$ cat config.mk
export PLATFORM = sky130hd
export DESIGN_NAME = mem_port_arbiter_flat
export DESIGN_NICKNAME = d
export VERILOG_FILES = /design/src/rtl/mem_arb_pkg.sv /design/src/rtl/mem_port_arbiter_if.sv /design/src/rtl/arb_starve_ctr.sv /design/src/rtl/mem_port_arbiter.sv /design/src/flat_wrapper.sv
export SDC_FILE = /design/constraint.sdc
export NUM_CORES = 1
export LEC_CHECK = 0
export CAP_MARGIN = 20
export CORE_AREA = 2 2 107 109
export CTS_BUF_LIST = sky130_fd_sc_hd__clkbuf_8
export DETAILED_ROUTE_END_ITERATION = 6
export DIE_AREA = 0 0 109 111
export GPL_TIMING_DRIVEN = 0
export MAX_ROUTING_LAYER = met4
export SLEW_MARGIN = 40
export SYNTH_ARGS = -nofsm -noshare
export SYNTH_HDL_FRONTEND = slang
export SYNTH_SLANG_ARGS = --single-unit
$ cat constraint.sdc
create_clock -name clk_i -period 3.6 [get_ports clk_i]
set_clock_uncertainty 0.2 [all_clocks]
set_input_delay 1.08 -clock clk_i [delete_from_list [all_inputs] [get_ports clk_i]]
set_output_delay 1.08 -clock clk_i [all_outputs]
set_load 0.01 [all_outputs]
$ cat src/rtl/mem_arb_pkg.sv
// Shared types and constants for the unified-memory port arbiter.
package mem_arb_pkg;

  typedef enum logic [1:0] {
    IDLE,
    BUSY_IF,
    BUSY_DM
  } arb_state_t;

  typedef enum logic {
    OWN_IF,
    OWN_DM
  } owner_t;

  localparam logic [31:0] ERR_DATA_DEFAULT = 32'hDEAD_BEEF;

endpackage

$ cat src/rtl/mem_port_arbiter_if.sv
// Bundles the fetch, load/store and shared-memory handshakes of the arbiter.
interface mem_port_arbiter_if #(
  parameter int ADDR_W = 32,
  parameter int DATA_W = 32
);

  logic              if_req_i;
  logic [ADDR_W-1:0] if_addr_i;
  logic              if_gnt_o;
  logic              if_rvalid_o;
  logic [DATA_W-1:0] if_rdata_o;

  logic              dm_req_i;
  logic              dm_we_i;
  logic [3:0]        dm_be_i;
  logic [ADDR_W-1:0] dm_addr_i;
  logic [DATA_W-1:0] dm_wdata_i;
  logic              dm_gnt_o;
  logic              dm_rvalid_o;
  logic [DATA_W-1:0] dm_rdata_o;

  logic              mem_req_o;
  logic              mem_we_o;
  logic [3:0]        mem_be_o;
  logic [ADDR_W-1:0] mem_addr_o;
  logic [DATA_W-1:0] mem_wdata_o;
  logic              mem_rvalid_i;
  logic [DATA_W-1:0] mem_rdata_i;

  logic              stall_if_o;
  logic              stall_dm_o;
  logic              err_o;

  // Arbiter side
  modport master (
    input  if_req_i, if_addr_i,
    input  dm_req_i, dm_we_i, dm_be_i, dm_addr_i, dm_wdata_i,
    input  mem_rvalid_i, mem_rdata_i,
    output if_gnt_o, if_rvalid_o, if_rdata_o,
    output dm_gnt_o, dm_rvalid_o, dm_rdata_o,
    output mem_req_o, mem_we_o, mem_be_o, mem_addr_o, mem_wdata_o,
    output stall_if_o, stall_dm_o, err_o
  );

  // Requesters plus memory wrapper side
  modport slave (
    output if_req_i, if_addr_i,
    output dm_req_i, dm_we_i, dm_be_i, dm_addr_i, dm_wdata_i,
    output mem_rvalid_i, mem_rdata_i,
    input  if_gnt_o, if_rvalid_o, if_rdata_o,
    input  dm_gnt_o, dm_rvalid_o, dm_rdata_o,
    input  mem_req_o, mem_we_o, mem_be_o, mem_addr_o, mem_wdata_o,
    input  stall_if_o, stall_dm_o, err_o
  );

endinterface

$ cat src/rtl/arb_starve_ctr.sv
// Saturating counter tracking how many times a waiting fetch lost to the load/store stage.
module arb_starve_ctr #(
  parameter int MAX = 4
) (
  input  logic clk_i,
  input  logic rst_i,
  input  logic inc_i,
  input  logic clr_i,
  output logic sat_o
);

  localparam int W = $clog2(MAX + 1);

  logic [W-1:0] cnt_q;

  always_ff @(posedge clk_i or posedge rst_i) begin
    if (rst_i) begin
      cnt_q <= '0;
    end else if (clr_i) begin
      cnt_q <= '0;
    end else if (inc_i && (cnt_q != W'(MAX))) begin
      cnt_q <= cnt_q + W'(1);
    end
  end

  assign sat_o = (cnt_q == W'(MAX));

endmodule

$ cat src/rtl/mem_port_arbiter.sv
// Shares one single-port memory between fetch and load/store with one outstanding
// transaction, response routing, starvation protection and a response timeout.
module mem_port_arbiter
  import mem_arb_pkg::*;
#(
  parameter int              ADDR_W     = 32,
  parameter int              DATA_W     = 32,
  parameter int              STARVE_MAX = 4,
  parameter int              TIMEOUT    = 16,
  parameter logic [DATA_W-1:0] ERR_DATA = ERR_DATA_DEFAULT
) (
  input logic                clk_i,
  input logic                rst_i,
  mem_port_arbiter_if.master bus
);

  localparam int TW = $clog2(TIMEOUT + 1);

  arb_state_t state_q, state_d;
  owner_t     owner;
  logic [TW-1:0] to_cnt_q;

  logic busy, rsp, timeout, arb_en, starve_sat, if_win, dm_win;

  logic              if_gnt, dm_gnt, if_rvalid, dm_rvalid, err;
  logic [DATA_W-1:0] rsp_data;
  logic              mem_req, mem_we;
  logic [3:0]        mem_be;
  logic [ADDR_W-1:0] mem_addr;
  logic [DATA_W-1:0] mem_wdata;

  assign busy    = (state_q != IDLE);
  assign rsp     = busy && bus.mem_rvalid_i;
  assign timeout = busy && !bus.mem_rvalid_i && (to_cnt_q == TW'(TIMEOUT - 1));
  assign owner   = (state_q == BUSY_DM) ? OWN_DM : OWN_IF;

  // A completing transaction frees the port in the same cycle, so the next winner
  // is picked then; a timeout cycle never issues.
  assign arb_en = !rst_i && ((state_q == IDLE) || rsp);
  assign if_win = arb_en && bus.if_req_i && (!bus.dm_req_i || starve_sat);
  assign dm_win = arb_en && bus.dm_req_i && !if_win;

  arb_starve_ctr #(
    .MAX(STARVE_MAX)
  ) u_starve (
    .clk_i (clk_i),
    .rst_i (rst_i),
    .inc_i (bus.if_req_i && dm_win),
    .clr_i (if_win || !bus.if_req_i),
    .sat_o (starve_sat)
  );

  // State register and timeout counter
  always_ff @(posedge clk_i or posedge rst_i) begin
    if (rst_i) begin
      state_q  <= IDLE;
      to_cnt_q <= '0;
    end else begin
      state_q <= state_d;
      if (if_win || dm_win || timeout) begin
        to_cnt_q <= '0;
      end else if (busy && !bus.mem_rvalid_i) begin
        to_cnt_q <= to_cnt_q + TW'(1);
      end
    end
  end

  // Next state, response routing and command mux
  always_comb begin
    state_d   = state_q;
    if_gnt    = 1'b0;
    dm_gnt    = 1'b0;
    if_rvalid = 1'b0;
    dm_rvalid = 1'b0;
    err       = 1'b0;
    rsp_data  = '0;
    mem_req   = 1'b0;
    mem_we    = 1'b0;
    mem_be    = 4'b0000;
    mem_addr  = '0;
    mem_wdata = '0;

    if (rsp || timeout) begin
      rsp_data  = timeout ? ERR_DATA : bus.mem_rdata_i;
      if_rvalid = (owner == OWN_IF);
      dm_rvalid = (owner == OWN_DM);
      err       = timeout;
      state_d   = IDLE;
    end

    if (if_win) begin
      if_gnt   = 1'b1;
      mem_req  = 1'b1;
      mem_addr = bus.if_addr_i;
      state_d  = BUSY_IF;
    end else if (dm_win) begin
      dm_gnt    = 1'b1;
      mem_req   = 1'b1;
      mem_we    = bus.dm_we_i;
      mem_be    = bus.dm_be_i;
      mem_addr  = bus.dm_addr_i;
      mem_wdata = bus.dm_wdata_i;
      state_d   = BUSY_DM;
    end
  end

  assign bus.if_gnt_o    = if_gnt;
  assign bus.if_rvalid_o = if_rvalid;
  assign bus.if_rdata_o  = if_rvalid ? rsp_data : '0;
  assign bus.dm_gnt_o    = dm_gnt;
  assign bus.dm_rvalid_o = dm_rvalid;
  assign bus.dm_rdata_o  = dm_rvalid ? rsp_data : '0;
  assign bus.mem_req_o   = mem_req;
  assign bus.mem_we_o    = mem_we;
  assign bus.mem_be_o    = mem_be;
  assign bus.mem_addr_o  = mem_addr;
  assign bus.mem_wdata_o = mem_wdata;
  assign bus.err_o       = err;

  // Stalls are held low while reset is asserted so every output reads zero.
  assign bus.stall_if_o = !rst_i && bus.if_req_i && !if_rvalid;
  assign bus.stall_dm_o = !rst_i && bus.dm_req_i && !dm_rvalid;

endmodule

$ cat src/flat_wrapper.sv
// flat-port wrapper written by rule: the top's interface ports become plain ports
module mem_port_arbiter_flat import mem_arb_pkg::*;
#(
  parameter int              ADDR_W     = 32,
  parameter int              DATA_W     = 32,
  parameter int              STARVE_MAX = 4,
  parameter int              TIMEOUT    = 16,
  parameter logic [DATA_W-1:0] ERR_DATA = ERR_DATA_DEFAULT
)
  (clk_i, rst_i, bus_if_req_i, bus_if_addr_i, bus_dm_req_i, bus_dm_we_i, bus_dm_be_i, bus_dm_addr_i, bus_dm_wdata_i, bus_mem_rvalid_i, bus_mem_rdata_i, bus_if_gnt_o, bus_if_rvalid_o, bus_if_rdata_o, bus_dm_gnt_o, bus_dm_rvalid_o, bus_dm_rdata_o, bus_mem_req_o, bus_mem_we_o, bus_mem_be_o, bus_mem_addr_o, bus_mem_wdata_o, bus_stall_if_o, bus_stall_dm_o, bus_err_o);
  mem_port_arbiter_if #(.ADDR_W(ADDR_W), .DATA_W(DATA_W)) bus_i ();
  input logic clk_i;
  input logic rst_i;
  input wire logic [$bits(bus_i.if_req_i)-1:0] bus_if_req_i;
  input wire logic [$bits(bus_i.if_addr_i)-1:0] bus_if_addr_i;
  input wire logic [$bits(bus_i.dm_req_i)-1:0] bus_dm_req_i;
  input wire logic [$bits(bus_i.dm_we_i)-1:0] bus_dm_we_i;
  input wire logic [$bits(bus_i.dm_be_i)-1:0] bus_dm_be_i;
  input wire logic [$bits(bus_i.dm_addr_i)-1:0] bus_dm_addr_i;
  input wire logic [$bits(bus_i.dm_wdata_i)-1:0] bus_dm_wdata_i;
  input wire logic [$bits(bus_i.mem_rvalid_i)-1:0] bus_mem_rvalid_i;
  input wire logic [$bits(bus_i.mem_rdata_i)-1:0] bus_mem_rdata_i;
  output wire logic [$bits(bus_i.if_gnt_o)-1:0] bus_if_gnt_o;
  output wire logic [$bits(bus_i.if_rvalid_o)-1:0] bus_if_rvalid_o;
  output wire logic [$bits(bus_i.if_rdata_o)-1:0] bus_if_rdata_o;
  output wire logic [$bits(bus_i.dm_gnt_o)-1:0] bus_dm_gnt_o;
  output wire logic [$bits(bus_i.dm_rvalid_o)-1:0] bus_dm_rvalid_o;
  output wire logic [$bits(bus_i.dm_rdata_o)-1:0] bus_dm_rdata_o;
  output wire logic [$bits(bus_i.mem_req_o)-1:0] bus_mem_req_o;
  output wire logic [$bits(bus_i.mem_we_o)-1:0] bus_mem_we_o;
  output wire logic [$bits(bus_i.mem_be_o)-1:0] bus_mem_be_o;
  output wire logic [$bits(bus_i.mem_addr_o)-1:0] bus_mem_addr_o;
  output wire logic [$bits(bus_i.mem_wdata_o)-1:0] bus_mem_wdata_o;
  output wire logic [$bits(bus_i.stall_if_o)-1:0] bus_stall_if_o;
  output wire logic [$bits(bus_i.stall_dm_o)-1:0] bus_stall_dm_o;
  output wire logic [$bits(bus_i.err_o)-1:0] bus_err_o;
  assign bus_i.if_req_i = bus_if_req_i;
  assign bus_i.if_addr_i = bus_if_addr_i;
  assign bus_i.dm_req_i = bus_dm_req_i;
  assign bus_i.dm_we_i = bus_dm_we_i;
  assign bus_i.dm_be_i = bus_dm_be_i;
  assign bus_i.dm_addr_i = bus_dm_addr_i;
  assign bus_i.dm_wdata_i = bus_dm_wdata_i;
  assign bus_i.mem_rvalid_i = bus_mem_rvalid_i;
  assign bus_i.mem_rdata_i = bus_mem_rdata_i;
  assign bus_if_gnt_o = bus_i.if_gnt_o;
  assign bus_if_rvalid_o = bus_i.if_rvalid_o;
  assign bus_if_rdata_o = bus_i.if_rdata_o;
  assign bus_dm_gnt_o = bus_i.dm_gnt_o;
  assign bus_dm_rvalid_o = bus_i.dm_rvalid_o;
  assign bus_dm_rdata_o = bus_i.dm_rdata_o;
  assign bus_mem_req_o = bus_i.mem_req_o;
  assign bus_mem_we_o = bus_i.mem_we_o;
  assign bus_mem_be_o = bus_i.mem_be_o;
  assign bus_mem_addr_o = bus_i.mem_addr_o;
  assign bus_mem_wdata_o = bus_i.mem_wdata_o;
  assign bus_stall_if_o = bus_i.stall_if_o;
  assign bus_stall_dm_o = bus_i.stall_dm_o;
  assign bus_err_o = bus_i.err_o;
  mem_port_arbiter #(.ADDR_W(ADDR_W), .DATA_W(DATA_W), .STARVE_MAX(STARVE_MAX), .TIMEOUT(TIMEOUT), .ERR_DATA(ERR_DATA)) u_core (.clk_i(clk_i), .rst_i(rst_i), .bus(bus_i));
endmodule
==> flow_summary.yaml, run 1 <==
floorplanning:
  start_util_pct: 18.08
  ios: 279
  rows: 39
  die_y_um: 111
  core_um2: 11080
  die_w_um: 109
  dieArea_um2: 12100
layout:
  multi_input_area_um2: 1812
  nNetsFinal: 750
  drive_gt1_share_pct: 31.63
  fill_cells: 1071
  syn_to_final_growth_pct: 181.4
  n_antenna_cell: 0
  regArea_um2: 250.2
  utilization_pct: 50.89
clocking:
  cts_inserted_buffers: 3
  cts_root_buf: "clkbuf_8"
  clock_sinks: 10
  postCtsHoldBufs: 0
  clk_path_buf_depth: 2
  cts_tree: "built"
  insertion_delay_ns: 0.24
  clk_pin_slew_ns: 0.05
  h-tree-depth: 1
sta:
  fmax_mhz: 267.9
  setup_viol: 32
  whs_ns: 0.2852
  slew_headroom_pct: 72.13
  tightest_slew_ns: 0.4176
  post-route-period-util_pct: 103.7
  worst_slack_ns: -0.1333
  rsz0062_at_grt: "true"
  hold_viol: 0
  min_period_ns: 3.733
  maxSlewViolCount: 0
setup_path:
  cp-end-kind: "primary output"
  crit_family: "buffers and inverters"
  crit_path_top_delay_cell: "mux2_4"
  critPathKind: "primary input to primary output"
  crit_path_start_kind: "primary input"
  cp.arrival_ns: 2.45
  cpPeakStageDelay_ns: 0.31
  timing.critical_path.mode_cell: "buf_6"
  crit_buf_inv: 6
  crit_chain: "buf_8, a21boi_4, buf_6, nor3_4, buf_6, buf_12, buf_8, mux2_4, buf_6"
  critPathRequiredTime_ns: 2.32
  cp_max_fo: 5
route:
  drc: 0
  via_per_inst: 4.356
  dr_wl_met2_mm: 6.066
  routed_wl_mm: 11.96
  ant_nets: 0
  vias: 3267
  wl_per_cell_um: 15.95
  highest-signal-layer: "met4"
  dr.pass1.iters: 4
  drtIter0Drc: 113
  wirelength_met1_mm: 4.932
  wl_met3_um: 750
run_status:
  status: "finished, violations left"
  violations: "setup timing"
synthesis:
  yosys_warnings: 0
  synth_seq_cells: 10
  synth_top_area_cell: "mux2_2"
  netlist.area_leader.share_pct: 17.99
  synthArstFlopShare_pct: 100.0
  syn_inst: 290
  synth-seq-area-share_pct: 12.49
  synth_flop_cell: "dfrtp_1"
  synth_edf_count: 0
  ys_types: 39
  syn-num-nets: 432
  syn_area_per_cell_um2: 6.907
  syn_area_um2: 2003
  synth_area_leaders: "mux2_2, and2_1, and3_1"
placement:
  pre_cts_ws_ns: -1.391
  routabilityCongestion: 0.8585
  place_hpwl_mm: 9.513
  port_buffers: 278
job:
  cap_violations: 0
global_routing:
  grt_pass1_vias: 3388
  grt_use_total_pct: 19.14
  grt.overflow.total: 0
  grt_max_degree: 12
  grt_pass1_wl_mm: 17.83
  grt_antenna_before_repair: 0
pwr:
  p_leak_nw: 2.901
  power_density_nw_per_um2: 158.7
  peakVddDrop_uv: 85.51
worst_hold_path:
  worstHoldPathType: "flop to flop"
worst paths after layout:
path / end / cells past startpoint / slack, ns / start
setup / recovery: bus_mem_addr_o[11] / 9 / -0.13 / bus_dm_req_i
hold / removal: u_core.to_cnt_q[3] / 1 / 0.29 / u_core.to_cnt_q[3]
setup reg to reg: u_core.state_q[0] / 11 / 1.46 / u_core.u_starve.cnt_q[0]
hold reg to reg: u_core.to_cnt_q[3] / 1 / 0.29 / u_core.to_cnt_q[3]
max in group asynchronous: u_core.state_q[0] / 3 / 2.12 / rst_i
min in group asynchronous: u_core.state_q[1] / 3 / 0.79 / rst_i
synth_stat cells, types with 3 or more instances:
library cell,number
and3_1,42
o211ai_1,3
buf_2,5
mux2_2,32
ha_1,4
dfrtp_1,10
a21oi_1,25
nor2_1,51
buf_6,3
inv_1,9
nand3_1,3
nand2_1,5
clkbuf_1,20
and2_1,49
cell families after synthesis:
group	share of synthesized area, %
mux	18.49
simple gates	43.35
fa+ha+maj	2.499
flops	12.49
buf+inv	8.619
compound gates	14.55
final cells by class:
type	count	area share, %
plain buffers	25	4.661
clock buffers	4	0.9767
inverters	9	0.5993
multi-input cells	243	32.14
flip-flops and latches	10	4.440
well taps	143	3.174
repair buffers	316	54.01
report_power, final:
part           total (mW)  internal (mW)  switching, mW
Clock               0.142         0.0963         0.0453
Combinational       0.620          0.387          0.234
Sequential          0.133          0.122         0.0104
Total               0.895          0.605          0.290
sequential cells by signal, summed over array words and instances, names as in the netlist:
name,flops
u_core.to_cnt_q,5
u_core.u_starve.cnt_q,3
u_core.state_q,2
metal layers:
layer	vias up	GRT usage [%]
met5	-	-
met4	0	4.957
met3	14	2.234
met2	144	32.63
met1	1487	23.73
li1	1622	-
through the flow:
stage               instance area [um2]  cells  power (mW)  TNS [ns]
floorplan                          2003    290      0.3302         0
global placement                   4965    711      0.6581   -134.75
detailed placement                 4965    711      0.6640   -138.84
CTS                                5554    739      0.8842    -2.690
global route                       5637    750      0.9461    -4.133
finish                             5637    750      0.8947    -2.639
cells in the final DEF (no fill, tap or decap), drive strengths merged, types with 2 or more instances in the layout:
master,n
clkdlybuf4s50,143
buf,110
nor2,51
and2,49
and3,42
dlygate4sd2,37
mux2,32
clkbuf,27
a21oi,25
clkdlybuf4s15,23
dfrtp,10
inv,9
nand2,5
dlymetal6s2s,5
ha,4
nand3,3
o211ai,3
a31oi,2
a21o,2
or3b,2
or2,2
o21bai,2
o21ai,2
timing repair:
| item | in CTS | in global routing |
|---|---|---|
| setup endpoints to repair | 141 | 92 |
| endpoints found under the hold margin | 0 | 0 |
| pin swaps | 4 | 6 |
| setup buffers | 25 | 11 |
| cloned | 3 | 2 |
| resized for setup | 475 | 49 |
(Power assumes the default switching activity.)
==> run 2, diff against run 1 <==
--- a/config.mk
+++ b/config.mk
@@ -6,12 +6,16 @@
 export NUM_CORES = 1
 export LEC_CHECK = 0
 export CAP_MARGIN = 20
-export CORE_AREA = 2 2 107 109
+export CELL_PAD_IN_SITES_DETAIL_PLACEMENT = 1
+export CELL_PAD_IN_SITES_GLOBAL_PLACEMENT = 1
+export CORE_AREA = 2 2 119 121
 export CTS_BUF_LIST = sky130_fd_sc_hd__clkbuf_8
 export DETAILED_ROUTE_END_ITERATION = 6
-export DIE_AREA = 0 0 109 111
+export DIE_AREA = 0 0 121 123
 export GPL_TIMING_DRIVEN = 0
 export MAX_ROUTING_LAYER = met4
+export PLACE_DENSITY_LB_ADDON = 0.1
+export REMOVE_ABC_BUFFERS = 1
 export SLEW_MARGIN = 40
 export SYNTH_ARGS = -nofsm -noshare
 export SYNTH_HDL_FRONTEND = slang
==> run 2 against run 1 <==
Net effect:
- the flow still finishes with violations (setup timing)
- flip-flop and latch count stayed put
- power is 5.0% higher
- worst setup slack better by 0.081 ns
==> flow_summary.yaml, run 2 (synthesis gave the netlist of run 1 again) <==
global_routing:
  grt_max_degree: 28
  grt_antenna_before_repair: 0
  grt_pass1_vias: 3686
  grt_pass1_wl_mm: 22.09
  grt_use_total_pct: 19.94
  grt.overflow.total: 0
setup_path:
  cp.arrival_ns: 2.37
  cp.depth: 8
  cp_max_fo: 4
  ff2ff_path_depth: 8
  crit_chain: "buf_12, nand2b_4, nor3_4, buf_6, buf_6, buf_6, mux2_4, buf_6"
  crit_path_top_delay_cell: "mux2_4"
  cpPeakStageDelay_ns: 0.31
  cp-end-kind: "primary output"
  critPathRequiredTime_ns: 2.32
  crit_path_start_kind: "primary input"
  startpoint: "rst_i"
  regToRegStartpoint: "u_core.u_starve.cnt_q[0]"
  crit_family: "buffers and inverters"
  crit_buf_inv: 5
  critPathKind: "primary input to primary output"
  timing.critical_path.mode_cell: "buf_6"
layout:
  nNetsFinal: 751
  most-common-layout-cells: "clkdlybuf4s50_1, dlygate4sd2_1, nor2_1, and2_1, buf_6"
  utilization_pct: 42.91
  mostFrequentLayoutCell: "clkdlybuf4s50_1"
  drive_gt1_share_pct: 27.30
  top_register: "u_core.to_cnt_q"
  largestRegisters: "u_core.to_cnt_q: 5 flops, u_core.u_starve.cnt_q: 3 flops, u_core.state_q: 2 flops"
  regArea_um2: 250.2
  multi_input_area_um2: 1961
  n_antenna_cell: 0
  syn_to_final_growth_pct: 191.6
  final_cell_area_um2: 5841
  fill_cells: 1605
  largest_register_ffs: 5
floorplanning:
  dieArea_um2: 14880
  ios: 279
  core_um2: 13610
  rows: 43
  die_y_um: 123
  die_w_um: 121
  start_util_pct: 14.72
placement:
  place_hpwl_mm: 10.49
  routabilityCongestion: 0.7451
  place_area_um2: 4984
  port_buffers: 278
run_status:
  status: "finished, violations left"
  violations: "setup timing"
sta:
  setup_viol: 20
  maxSlewViolCount: 0
  post-route-period-util_pct: 101.5
  fmax_mhz: 273.8
  hold_viol: 0
  whs_ns: 0.3255
  tightest_slew_ns: 0.5394
  slew_headroom_pct: 64.04
  tns_ns: -0.7743
  worst_slack_ns: -0.05235
  rsz0062_at_grt: "true"
  min_period_ns: 3.652
route:
  ant_nets: 0
  wl_per_cell_um: 19.30
  vias: 3454
  routed_wl_mm: 15.21
  drtIter0Drc: 105
  drc: 0
  via_per_inst: 4.383
  dr.pass1.iters: 4
worst_hold_path:
  holdCritStartpoint: "u_core.to_cnt_q[4]"
  whs_path_depth: 1
  worstHoldPathType: "flop to flop"
clocking:
  clk_pin_slew_ns: 0.05
  h-tree-depth: 1
  cts_tree: "built"
  cts_inserted_buffers: 3
  insertion_delay_ns: 0.24
  cts_root_buf: "clkbuf_8"
  postCtsHoldBufs: 0
  clock_sinks: 10
  clk_path_buf_depth: 2
pwr:
  peakVddDrop_uv: 76.32
  p_leak_nw: 2.940
  p_total_mw: 0.9399
  power_density_nw_per_um2: 160.9
job:
  cap_violations: 0
==> run 2: metrics by stage <==
stage	setup slack, ns	cells
final	-0.05235	788
after detailed placement	-1.632	725
after global routing	-0.09705	788
after floorplan	-0.4813	261
after CTS	-0.08528	781
after global placement	-2.803	719
==> run 2: worst register-to-register path, cell delays in order (launching register included) <==
cell and delay [ns]:
dfrtp_1 0.40, inv_1 0.10, ha_1 0.23, a21boi_4 0.11
buf_6 0.15, buf_4 0.13, o211a_4 0.26, buf_4 0.15
a21o_1 0.14
==> run 2: repair_timing <==
| item | 4_1_cts | 5_1_grt |
|---|---|---|
| pin swaps | 9 | 3 |
| gates cloned | 14 | 0 |
| setup buffers | 38 | 8 |
| setup endpoints to repair | 141 | 63 |
| resized for setup | 350 | 60 |
==> run 2: report_power, final <==
group          internal [mW]  leakage (nW)  switching [mW]
Clock                 0.0964        0.0288          0.0469
Combinational          0.401          2.78           0.257
Sequential             0.122         0.135          0.0156
Total                  0.620          2.94           0.320
==> run 2: final cells by class <==
class                           count  share of cell area [%]
Timing Repair Buffer              332                   56.77
Multi-Input combinational cell    253                   33.57
Sequential cell                    10                   4.284
Tap cell                          180                   3.856
Clock buffer                        4                  0.9426
Inverter                            9                  0.5784
==> run 2: layer usage <==
layer,track usage (%),part of all wire [%],vias up
met5,-,0,-
met4,2.471,1.4,0
met3,3.828,5.7,14
met2,37.92,55,134
met1,22.11,38,1654
li1,-,-,1652
==> run 2: final timing paths <==
check / to / slack (ns)
hold / removal: u_core.to_cnt_q[4] / 0.33
setup / recovery: bus_mem_addr_o[0] / -0.05
min in group asynchronous: u_core.u_starve.cnt_q[1] / 0.78
setup reg to reg: u_core.state_q[1] / 1.62
max in group asynchronous: u_core.to_cnt_q[4] / 2.12
hold reg to reg: u_core.to_cnt_q[4] / 0.33
==> run 3, diff against run 2 <==
--- a/config.mk
+++ b/config.mk
@@ -8,14 +8,13 @@
 export CAP_MARGIN = 20
 export CELL_PAD_IN_SITES_DETAIL_PLACEMENT = 1
 export CELL_PAD_IN_SITES_GLOBAL_PLACEMENT = 1
-export CORE_AREA = 2 2 119 121
+export CORE_AREA = 10 10 127 129
 export CTS_BUF_LIST = sky130_fd_sc_hd__clkbuf_8
 export DETAILED_ROUTE_END_ITERATION = 6
-export DIE_AREA = 0 0 121 123
+export DIE_AREA = 0 0 137 139
 export GPL_TIMING_DRIVEN = 0
 export MAX_ROUTING_LAYER = met4
 export PLACE_DENSITY_LB_ADDON = 0.1
-export REMOVE_ABC_BUFFERS = 1
 export SLEW_MARGIN = 40
 export SYNTH_ARGS = -nofsm -noshare
 export SYNTH_HDL_FRONTEND = slang
==> run 3 against run 2 <==
Net effect:
- sequential share of layout area is 0.20 points higher
- sequential power is 4% lower
- maximum frequency hardly changed
- routed wire length is 3.4% higher
- cell area is 4.4% lower
- cell count is 0.51% higher
- combinational power is 4.6% lower
- global-route usage is 3.9 points lower
- worst hold slack worse by 0.029 ns
- the run still ends with setup timing left
- register-to-register slack hardly changed
- flip-flop and latch count stayed put
==> flow_summary.yaml, run 3 (synthesis gave the netlist of run 1 again) <==
setup_path:
  r2r-end: "u_core.to_cnt_q[3]"
  ff2ff_path_depth: 7
  timing.critical_path.mode_cell: "buf_6"
  cp.depth: 8
  critPathRequiredTime_ns: 2.32
  crit_path_top_delay_cell: "mux2_4"
  cpPeakStageDelay_ns: 0.30
  critPathKind: "primary input to primary output"
  crit_buf_inv: 5
  crit_family: "buffers and inverters"
  crit_chain: "buf_8, o21ba_4, nor3_4, buf_6, buf_8, buf_6, mux2_4, buf_6"
  crit_path_start_kind: "primary input"
  cp.arrival_ns: 2.37
  cp_max_fo: 6
  reg2reg_slack_ns: 1.61
  regToRegStartpoint: "u_core.to_cnt_q[0]"
  cp-end-kind: "primary output"
global_routing:
  grt_antenna_before_repair: 1
  grt.overflow.total: 0
  grt_pass1_vias: 3846
  grt_use_total_pct: 16.05
  grt_pass1_wl_mm: 23.25
  grt_max_degree: 12
clocking:
  cts_inserted_buffers: 3
  insertion_delay_ns: 0.24
  cts_tree: "built"
  cts_root_buf: "clkbuf_8"
  h-tree-depth: 1
  clk_pin_slew_ns: 0.05
  clk_path_buf_depth: 2
  postCtsHoldBufs: 0
  clock_sinks: 10
floorplanning:
  dieArea_um2: 19040
  rows: 43
  core_um2: 13670
  die_y_um: 139
  ios: 279
  die_w_um: 137
  start_util_pct: 14.66
job:
  cap_violations: 0
sta:
  whs_ns: 0.2967
  fmax_mhz: 273.8
  slew_headroom_pct: 70.11
  hold_viol: 0
  post-route-period-util_pct: 101.4
  tightest_slew_ns: 0.4479
  min_period_ns: 3.652
  worst_slack_ns: -0.05175
  setup_viol: 9
  rsz0062_at_grt: "true"
  maxSlewViolCount: 0
layout:
  drive_gt1_share_pct: 36.50
  final_cell_area_um2: 5584
  most-common-layout-cells: "clkdlybuf4s50_1, buf_6, nor2_1, and2_1"
  nNetsFinal: 754
  final_cell_count_no_fill: 792
  largest_register_ffs: 5
  top_register: "u_core.to_cnt_q"
  mostFrequentLayoutCell: "clkdlybuf4s50_1"
  largestRegisters: "u_core.to_cnt_q: 5 flops, u_core.u_starve.cnt_q: 3 flops, u_core.state_q: 2 flops"
  syn_to_final_growth_pct: 178.8
worst_hold_path:
  whs_path_depth: 1
  holdCritStartpoint: "u_core.to_cnt_q[4]"
  min_to: "u_core.to_cnt_q[4]"
  worstHoldPathType: "flop to flop"
route:
  drc: 0
  vias: 3355
  wl_per_cell_um: 19.86
  highest-signal-layer: "met4"
  wirelength_met1_mm: 5.315
  routed_wl_mm: 15.73
  dr.pass1.iters: 4
  via_per_inst: 4.236
  ant_nets: 0
  dr_wl_met2_mm: 8.531
  drtIter0Drc: 77
  wl_met3_mm: 1.788
run_status:
  violations: "setup timing"
  status: "finished, violations left"
placement:
  place_hpwl_mm: 12.68
  dp.cells: 748
  port_buffers: 278
  place_area_um2: 5011
  routabilityCongestion: 0.7177
pwr:
  power_density_nw_per_um2: 162.1
  p_leak_nw: 2.826
  peakVddDrop_uv: 95.78
run 3: cell types whose count changed in the layout (fill, tap and decap cells not counted), moves of 7 or more:
| cell | before | now |
|---|---|---|
| clkdlybuf4s15_1 | 19 | 1 |
| a21oi_2 | 0 | 10 |
| clkbuf_2 | 9 | 16 |
| buf_2 | 3 | 41 |
| a21oi_1 | 25 | 15 |
| dlygate4sd2_1 | 57 | 35 |
run 3: power breakdown:
| group | switching, mW | internal, mW | total (mW) |
|---|---|---|---|
| Sequential | 0.0112 | 0.122 | 0.133 |
| Clock | 0.0469 | 0.0964 | 0.143 |
| Combinational | 0.247 | 0.382 | 0.629 |
run 3: final cells by class:
class	count	area, um2
Antenna cell	1	2.502
Buffer	24	246.5
Clock buffer	4	55.05
Fill cell	1669	8082
Inverter	9	33.78
Multi-Input combinational cell	243	1818
Sequential cell	10	250.2
Tap cell	180	225.2
Timing Repair Buffer	321	2953
run 3: metrics by stage:
| stage | setup WS, ns | setup TNS, ns | util [%] | total power, mW |
|---|---|---|---|---|
| 2_1_floorplan | 0.02382 | 0 | - | 0.3302 |
| 4_1_cts | -0.1578 | -4.621 | 41.11 | 0.9111 |
| 6_report | -0.05175 | -0.2583 | 40.86 | 0.9053 |
| 5_1_grt | -0.09780 | -0.9189 | 40.86 | 0.9675 |
| 3_5_place_dp | -1.517 | -145.75 | 36.67 | 0.6801 |
| 3_3_place_gp | -1.462 | -141.51 | 36.67 | 0.6717 |
run 3: metal layers:
layer	track usage, %	vias up
met5	-	-
met3	6.993	8
met4	1.720	0
li1	-	1631
met2	29.88	148
met1	15.27	1568
run 3: worst max path at each step:
stage                     start             endpoint  slack (ns)
3_5_place_dp              rst_i  bus_mem_wdata_o[19]       -1.52
2_1_floorplan  bus_mem_rvalid_i   bus_mem_addr_o[24]        0.02
5_1_grt        bus_mem_rvalid_i   bus_mem_addr_o[25]        -0.1
6_report       bus_mem_rvalid_i   bus_mem_addr_o[25]       -0.05
3_3_place_gp              rst_i  bus_mem_wdata_o[19]       -1.46
4_1_cts                   rst_i   bus_mem_addr_o[25]       -0.16
run 3: repair_timing:
action,4_1_cts,5_1_grt
resized for setup,523,73
pin swaps,5,4
buffers inserted,36,6
endpoints found under the hold margin,0,0
gates cloned,6,0
setup endpoints to repair,141,114
